$ cat src/rtl/clkgen_multi_if.sv
// Control/status bundle for clkgen_multi: divisor programming, run/halt/step
// control in, per-channel enables and square waves out.
interface clkgen_multi_if #(
  parameter int unsigned NCH = 4,
  parameter int unsigned CW  = 16,
  parameter int unsigned CHW = 2
) ();
  logic           cfg_we;
  logic [CHW-1:0] cfg_ch;
  logic [CW-1:0]  cfg_div;
  logic [1:0]     mode;
  logic [NCH-1:0] gate_mask;
  logic           step_req;
  logic [NCH-1:0] ce;
  logic [NCH-1:0] sq;
  logic           step_done;

  modport master (
    output cfg_we, cfg_ch, cfg_div, mode, gate_mask, step_req,
    input  ce, sq, step_done
  );

  modport slave (
    input  cfg_we, cfg_ch, cfg_div, mode, gate_mask, step_req,
    output ce, sq, step_done
  );
endinterface

$ cat src/rtl/clkgen_multi.sv
// Multi-channel clock-enable generator with per-channel programmable divisors
// and run/halt/single-step control of the gated channels.
module clkgen_multi #(
  parameter int unsigned NCH     = 4,
  parameter int unsigned CW      = 16,
  parameter int unsigned DIV_RST = 0,
  parameter int unsigned CHW     = 2
) (
  input  logic          clk,
  input  logic          rst,
  clkgen_multi_if.slave bus
);

  logic [CW-1:0]  cnt_q [NCH];
  logic [CW-1:0]  cnt_d [NCH];
  logic [CW-1:0]  div_q [NCH];
  logic [CW-1:0]  div_d [NCH];
  logic [NCH-1:0] ce_q, ce_d;
  logic [NCH-1:0] sq_q, sq_d;
  logic [NCH-1:0] tc, stepped;
  logic           step_done_q, step_done_d;
  logic           step_q;
  logic           step_edge;

  always_comb begin
    step_edge = bus.step_req & ~step_q;
    stepped   = '0;
    tc        = '0;
    for (int i = 0; i < NCH; i++) begin
      cnt_d[i] = cnt_q[i];
      div_d[i] = div_q[i];
      ce_d[i]  = 1'b0;
      sq_d[i]  = sq_q[i];
      tc[i]    = (cnt_q[i] == div_q[i]);
      // A divisor write beats both terminal count and a step on its channel.
      if (bus.cfg_we && (bus.cfg_ch == CHW'(i))) begin
        div_d[i] = bus.cfg_div;
        cnt_d[i] = '0;
      end else if (!bus.gate_mask[i] || (bus.mode == 2'b00)) begin
        ce_d[i]  = tc[i];
        sq_d[i]  = sq_q[i] ^ tc[i];
        cnt_d[i] = tc[i] ? '0 : cnt_q[i] + 1'b1;
      end else if ((bus.mode == 2'b10) && step_edge) begin
        ce_d[i]    = 1'b1;
        sq_d[i]    = ~sq_q[i];
        cnt_d[i]   = '0;
        stepped[i] = 1'b1;
      end
    end
    step_done_d = |stepped;
  end

  always_ff @(posedge clk) begin
    if (rst) begin
      for (int i = 0; i < NCH; i++) begin
        cnt_q[i] <= '0;
        div_q[i] <= CW'(DIV_RST);
      end
      ce_q        <= '0;
      sq_q        <= '0;
      step_done_q <= 1'b0;
      step_q      <= 1'b0;
    end else begin
      for (int i = 0; i < NCH; i++) begin
        cnt_q[i] <= cnt_d[i];
        div_q[i] <= div_d[i];
      end
      ce_q        <= ce_d;
      sq_q        <= sq_d;
      step_done_q <= step_done_d;
      step_q      <= bus.step_req;
    end
  end

  assign bus.ce        = ce_q;
  assign bus.sq        = sq_q;
  assign bus.step_done = step_done_q;

endmodule

$ cat src/flat_wrapper.sv
// flat-port wrapper written by rule: the top's interface ports become plain ports
module clkgen_multi_flat 
#(
  parameter int unsigned NCH     = 4,
  parameter int unsigned CW      = 16,
  parameter int unsigned DIV_RST = 0,
  parameter int unsigned CHW     = 2
)
  (clk, rst, bus_cfg_we, bus_cfg_ch, bus_cfg_div, bus_mode, bus_gate_mask, bus_step_req, bus_ce, bus_sq, bus_step_done);
  clkgen_multi_if #(.NCH(NCH), .CW(CW), .CHW(CHW)) bus_i ();
  input  logic clk;
  input  logic rst;
  input wire logic [$bits(bus_i.cfg_we)-1:0] bus_cfg_we;
  input wire logic [$bits(bus_i.cfg_ch)-1:0] bus_cfg_ch;
  input wire logic [$bits(bus_i.cfg_div)-1:0] bus_cfg_div;
  input wire logic [$bits(bus_i.mode)-1:0] bus_mode;
  input wire logic [$bits(bus_i.gate_mask)-1:0] bus_gate_mask;
  input wire logic [$bits(bus_i.step_req)-1:0] bus_step_req;
  output wire logic [$bits(bus_i.ce)-1:0] bus_ce;
  output wire logic [$bits(bus_i.sq)-1:0] bus_sq;
  output wire logic [$bits(bus_i.step_done)-1:0] bus_step_done;
  assign bus_i.cfg_we = bus_cfg_we;
  assign bus_i.cfg_ch = bus_cfg_ch;
  assign bus_i.cfg_div = bus_cfg_div;
  assign bus_i.mode = bus_mode;
  assign bus_i.gate_mask = bus_gate_mask;
  assign bus_i.step_req = bus_step_req;
  assign bus_ce = bus_i.ce;
  assign bus_sq = bus_i.sq;
  assign bus_step_done = bus_i.step_done;
  clkgen_multi #(.NCH(NCH), .CW(CW), .DIV_RST(DIV_RST), .CHW(CHW)) u_core (.clk(clk), .rst(rst), .bus(bus_i));
endmodule
$ cat config.mk
export PLATFORM = sky130hd
export DESIGN_NAME = clkgen_multi_flat
export DESIGN_NICKNAME = d
export VERILOG_FILES = /design/src/rtl/clkgen_multi_if.sv /design/src/rtl/clkgen_multi.sv /design/src/flat_wrapper.sv
export SDC_FILE = /design/constraint.sdc
export NUM_CORES = 1
export LEC_CHECK = 0
export CORE_MARGIN = 4
export CORE_UTILIZATION = 35
export DETAILED_ROUTE_END_ITERATION = 10
export PLACE_DENSITY = 0.6
export SYNTH_ARGS = -nofsm -noshare
export SYNTH_HDL_FRONTEND = slang
export SYNTH_SLANG_ARGS = --single-unit
export TNS_END_PERCENT = 10
$ cat constraint.sdc
create_clock -name clk -period 2.1 [get_ports clk]
set_input_delay 0.42 -clock clk [delete_from_list [all_inputs] [get_ports clk]]
set_output_delay 0.42 -clock clk [all_outputs]
set_load 0.01 [all_outputs]
== Yosys cells after proc, flatten, opt, wreduce, memory -nomap -nowiden ==
Memories as Yosys holds them, arrays and structs flattened.
Index checks and enable logic that the tools add are counted.
Widths: inputs -> output; s select.
Word-level totals
  bits in registers: 10
  RAM bits: 128
  memories kept: 2
Memory list
  u_core.cnt_q: depth 4, bits a word 16, read ports 4, clocked after Yosys merged registers in 0, write ports 4, line clkgen_multi.sv:14  | logic [CW-1:0] cnt_q [NCH];
  u_core.div_q: depth 4, bits a word 16, read ports 4, clocked after Yosys merged registers in 0, write ports 4, line clkgen_multi.sv:16  | logic [CW-1:0] div_q [NCH];
Cells by class
  add/subtract/negate cells: 4
  eq/ne operators: 8
  multiplexer cells: 52
  bitwise operators: 22
  reductions and logical operators: 28
Operators by type and width (number)
  $mux 16: 28
  $add 16x1->16 const B: 4
  $eq 16x16->1: 4
  $mux 1: 24
  $not 1->1: 9
  $or 1x1->1: 8
  $reduce_and 2->1: 4
  $reduce_bool 2->1: 4
  $reduce_or 2->1: 4
  $eq 2x2->1 const B: 3
  $logic_and 1x1->1: 5
  $logic_not 1->1: 4
  $logic_not 2->1: 2
  $logic_or 1x1->1: 4
  $reduce_or 4->1: 1
  $xor 1x1->1: 4
  $eq 2x1->1 const B: 1
  $and 1x1->1: 1

== Depth between registers and ports, before layout ==
  depth in word-level cells: 7
  gate-level depth with buffers: 9
  depth with buffers taken out: 6

== Worst setup path after synthesis ==
No wires, ideal clock.
  kind: input to register
  start: input port bus_cfg_we
  end: memory u_core.cnt_q[3][10]
  data arrival time: 1.643 ns
  data required time: 1.973 ns
  path slack: 0.330 ns
  stages on the path: 9
  buffers on the path: 4
  path through: buf_2 and3_1 buf_2 nor2_1 and3_1 buf_2 buf_2 a22oi_1 o31ai_1
RTL lines
  start, declared: line flat_wrapper.sv:13  | input wire logic [$bits(bus_i.cfg_we)-1:0] bus_cfg_we;
  end, declared: line clkgen_multi.sv:14

==> run metrics <==
Remaining DRCs 0; sequential power share 39.4%; Pwr Density 807 nW/um^2; Sw Share 26.6%; drt pass-1 iters 6; slowest CP cell clkdlybuf4s50_1; detailed-route via count around 6600; CP arrival 2260 ps; Ant. Diodes 0; Yosys reg bits 138; r2r setup slk 150 ps; area leader, netlist dfxtp_1; H-tree depth 4; max incr delay on CP 580 ps; Area Growth Syn to Fin 23.3%; initial antenna violation count 0; most frequent cells in the layout nand2_1 (187), dfxtp_1 (138), buf_4 (75); path depth of the worst reg2reg path 6; global-route wire length before repair 33.2 mm; register area share after synthesis 38.8%; crit path capture type flop; period utilization 93.4%; CTS buffer count 17; clk root buf clkbuf_16; CP Launch Type input pin; Hold Violations, Final 0; GPL Wtd Cong 0.872; vias in the first global route 6313; share of the synthesized area in the top cell type 38.8%; Routed WL 20.1 mm; I/O pins 37; synth top area cells dfxtp_1 (39%), nand2_1 (9.8%), xor2_1 (7.1%); number of flops mapped to enable cells by yosys 0; pin count of the biggest net entering global routing 56; GR Overflow Total 0; fmax 0.510 GHz; mean area per synthesized cell 8.01 sq um; # setup viols final 0; Crit path required time roughly 2400 ps; PortBufs 36; post_cts resized 0; Max-Cap Viols 0; antenna-violating nets left 0; worst slew pin tran 832 ps; Hold WS 467 ps; Initial Util 36.2%; Clock Latency Late Sink 430 ps; Synth Instances 890; commonest non-fill, non-tap cell in the layout nand2_1; main combinational cell family by area after synthesis simple AND/OR/NAND/NOR gates; nets approximately 990; worst reg2reg path endpoint u_core.bus.sq[1]$_SDFFE_PP0P_; simple-gate portion of the synthesized area 28.4%; Worst Hold Class flop to flop; clock sinks 138; RSZ-0062 raised after global routing false; DP Area 8140 sq um; Syn. warnings 0; dpl ws -231 ps; kind of critical path input pin to flop; HP Start u_core.div_q[0][57]$_SDFFE_PP0P_; Top FF cell, synth dfxtp_1; maximum clock path buffer count 2; CTS tree yes; Hold-fix buffers, CTS 0; Pint 0.00521 W; area share of fa/ha/maj cells after synthesis 0.702%; Psw 0.00189 W; multiplexer share of the synthesized area 2.28%; crit-path cells clkdlybuf4s50_1 -> nand2b_1 -> a21o_1 -> buf_4 -> and3_1 -> a31oi_1 -> o22ai_1; Reg2Reg Launch Point u_core.cnt_q[1][6]$_SDFFE_PP0P_; FP Rows 51; WL per Instance 16.3 microns; Fill cells 1945; VDD IR max 578 uV; Comb power frac 14.0%; Final WS setup approximately 140 ps; Post-Synth XOR/XNOR Area between 9 and 10%; hold path depth 2; final core utilization 44.6%; core area 19700 sq um; Avg Vias per Cell about 5.4; design area roughly 8800 sq um; setup_tns 0 ps; Tmin final 1960 ps; hpwl dp 14.3 mm; Critical Path Fanout Max 14; share of power burned in the clock network 46.6%; Slew headroom between 40% and 50%; LEAKAGE ~3.4 nW; Setup Fix Bufs, Post-CTS 0; die area 22700 sq um; clk_skew 9.91 ps; Total GRT Usage between 10% and 20%; Yosys cell types 62; die span in x 151 microns; Slew Limit Fails 0; Post-synth ARST share 0%; status finished clean; synthesized area 7130 sq um; Synth Area in Compound Gates between 10% and 20%; share of layout cells above drive strength 1 around an eighth; Reg clk slew, reported paths 60 ps; Synthesized Nets 922; Die Y about 150 microns; Iteration-0 DRC Markers 552; WHS Endpoint u_core.div_q[0][57]$_SDFFE_PP0P_
## stage by stage
step                      power, W  cells
after floorplan            0.00339    890
after global placement     0.00383   1202
after detailed placement   0.00383   1202
after CTS                  0.00715   1234
after global routing       0.00737   1234
final                      0.00709   1234
## state kept, by name, indices dropped and copies added (netlist names)
register              count
u_core.bus.ce             4
u_core.bus.sq             4
u_core.bus.step_done      1
u_core.cnt_q             64
u_core.div_q             64
u_core.step_q             1
## logic make-up after synthesis
| family | after synthesis |
|---|---|
| and+or+nand+nor | 398 |
| DFF | 138 |
| adders and majority gates | 4 |
| buffers and inverters | 83 |
| AOI/OAI and AO/OA | 173 |
| muxes | 16 |
| xor gates and xnor gates | 78 |
## synth_stat cells, drive strengths merged (5+ instances only)
cell    number
a21oi       71
a31oi       20
and2         6
and3        17
and4        17
buf         41
clkbuf      27
dfxtp      138
inv         15
mux2i       14
nand2      187
nand2b      12
nand3       40
nand4       45
nor2        26
nor4        16
o211ai       5
o21ai       29
o22ai        7
o31ai        6
or4          5
xnor2       20
xor2        58
## worst max-delay path, delay by kind of cell
kind,cells,cell delay (ps)
AO/OA/AOI/OAI,3,600
buffers and inverters,2,760
AND/OR/NAND/NOR,2,470
## routing by layer
| metal | part of all wire [%] | global-route usage, % | vias up |
|---|---|---|---|
| met1 | 48 | 26.1 | 3166 |
| met2 | 46 | 28.6 | 160 |
| met5 | 0 | 0 | - |
| met3 | 5.3 | 4.12 | 19 |
| li1 | - | - | 3290 |
| met4 | 1.2 | 4.81 | 0 |
## power groups by stage
stage	sequential, W	combinational [W]	clock (W)
after detailed placement	0.00285	0.000981	0
after global routing	0.00281	0.00109	0.00347
after floorplan	0.00284	0.000545	0
after CTS	0.00280	0.000989	0.00336
after global placement	0.00285	0.000974	0
final	0.00279	0.000994	0.00331
## layout make-up
cell class / instances / area (sq um) / share of cell area, %
tap: 265 / 332 / 3.77
multi-input combinational: 669 / 3990 / 45.4
clock inverter: 14 / 208 / 2.36
inverter: 15 / 56.3 / 0.641
clock buffer: 18 / 439 / 5.00
timing repair buffer: 115 / 998 / 11.4
sequential: 138 / 2760 / 31.4
## worst max-delay path by stage
stage | startpoint | end | slack [ps]
detailed placement | bus_mode[1] | u_core.cnt_q[1][6]$_SDFFE_PP0P_ | -230
global route | u_core.cnt_q[1][6]$_SDFFE_PP0P_ | u_core.bus.sq[1]$_SDFFE_PP0P_ | 10
finish | bus_step_req | u_core.cnt_q[0][10]$_SDFFE_PP0P_ | 140
floorplan | bus_cfg_we | u_core.cnt_q[3][10]$_SDFFE_PP0P_ | 330
global placement | bus_step_req | u_core.cnt_q[1][6]$_SDFFE_PP0P_ | -220
CTS | u_core.cnt_q[1][6]$_SDFFE_PP0P_ | u_core.bus.sq[1]$_SDFFE_PP0P_ | 140
Power figures use the tool's default switching activity.
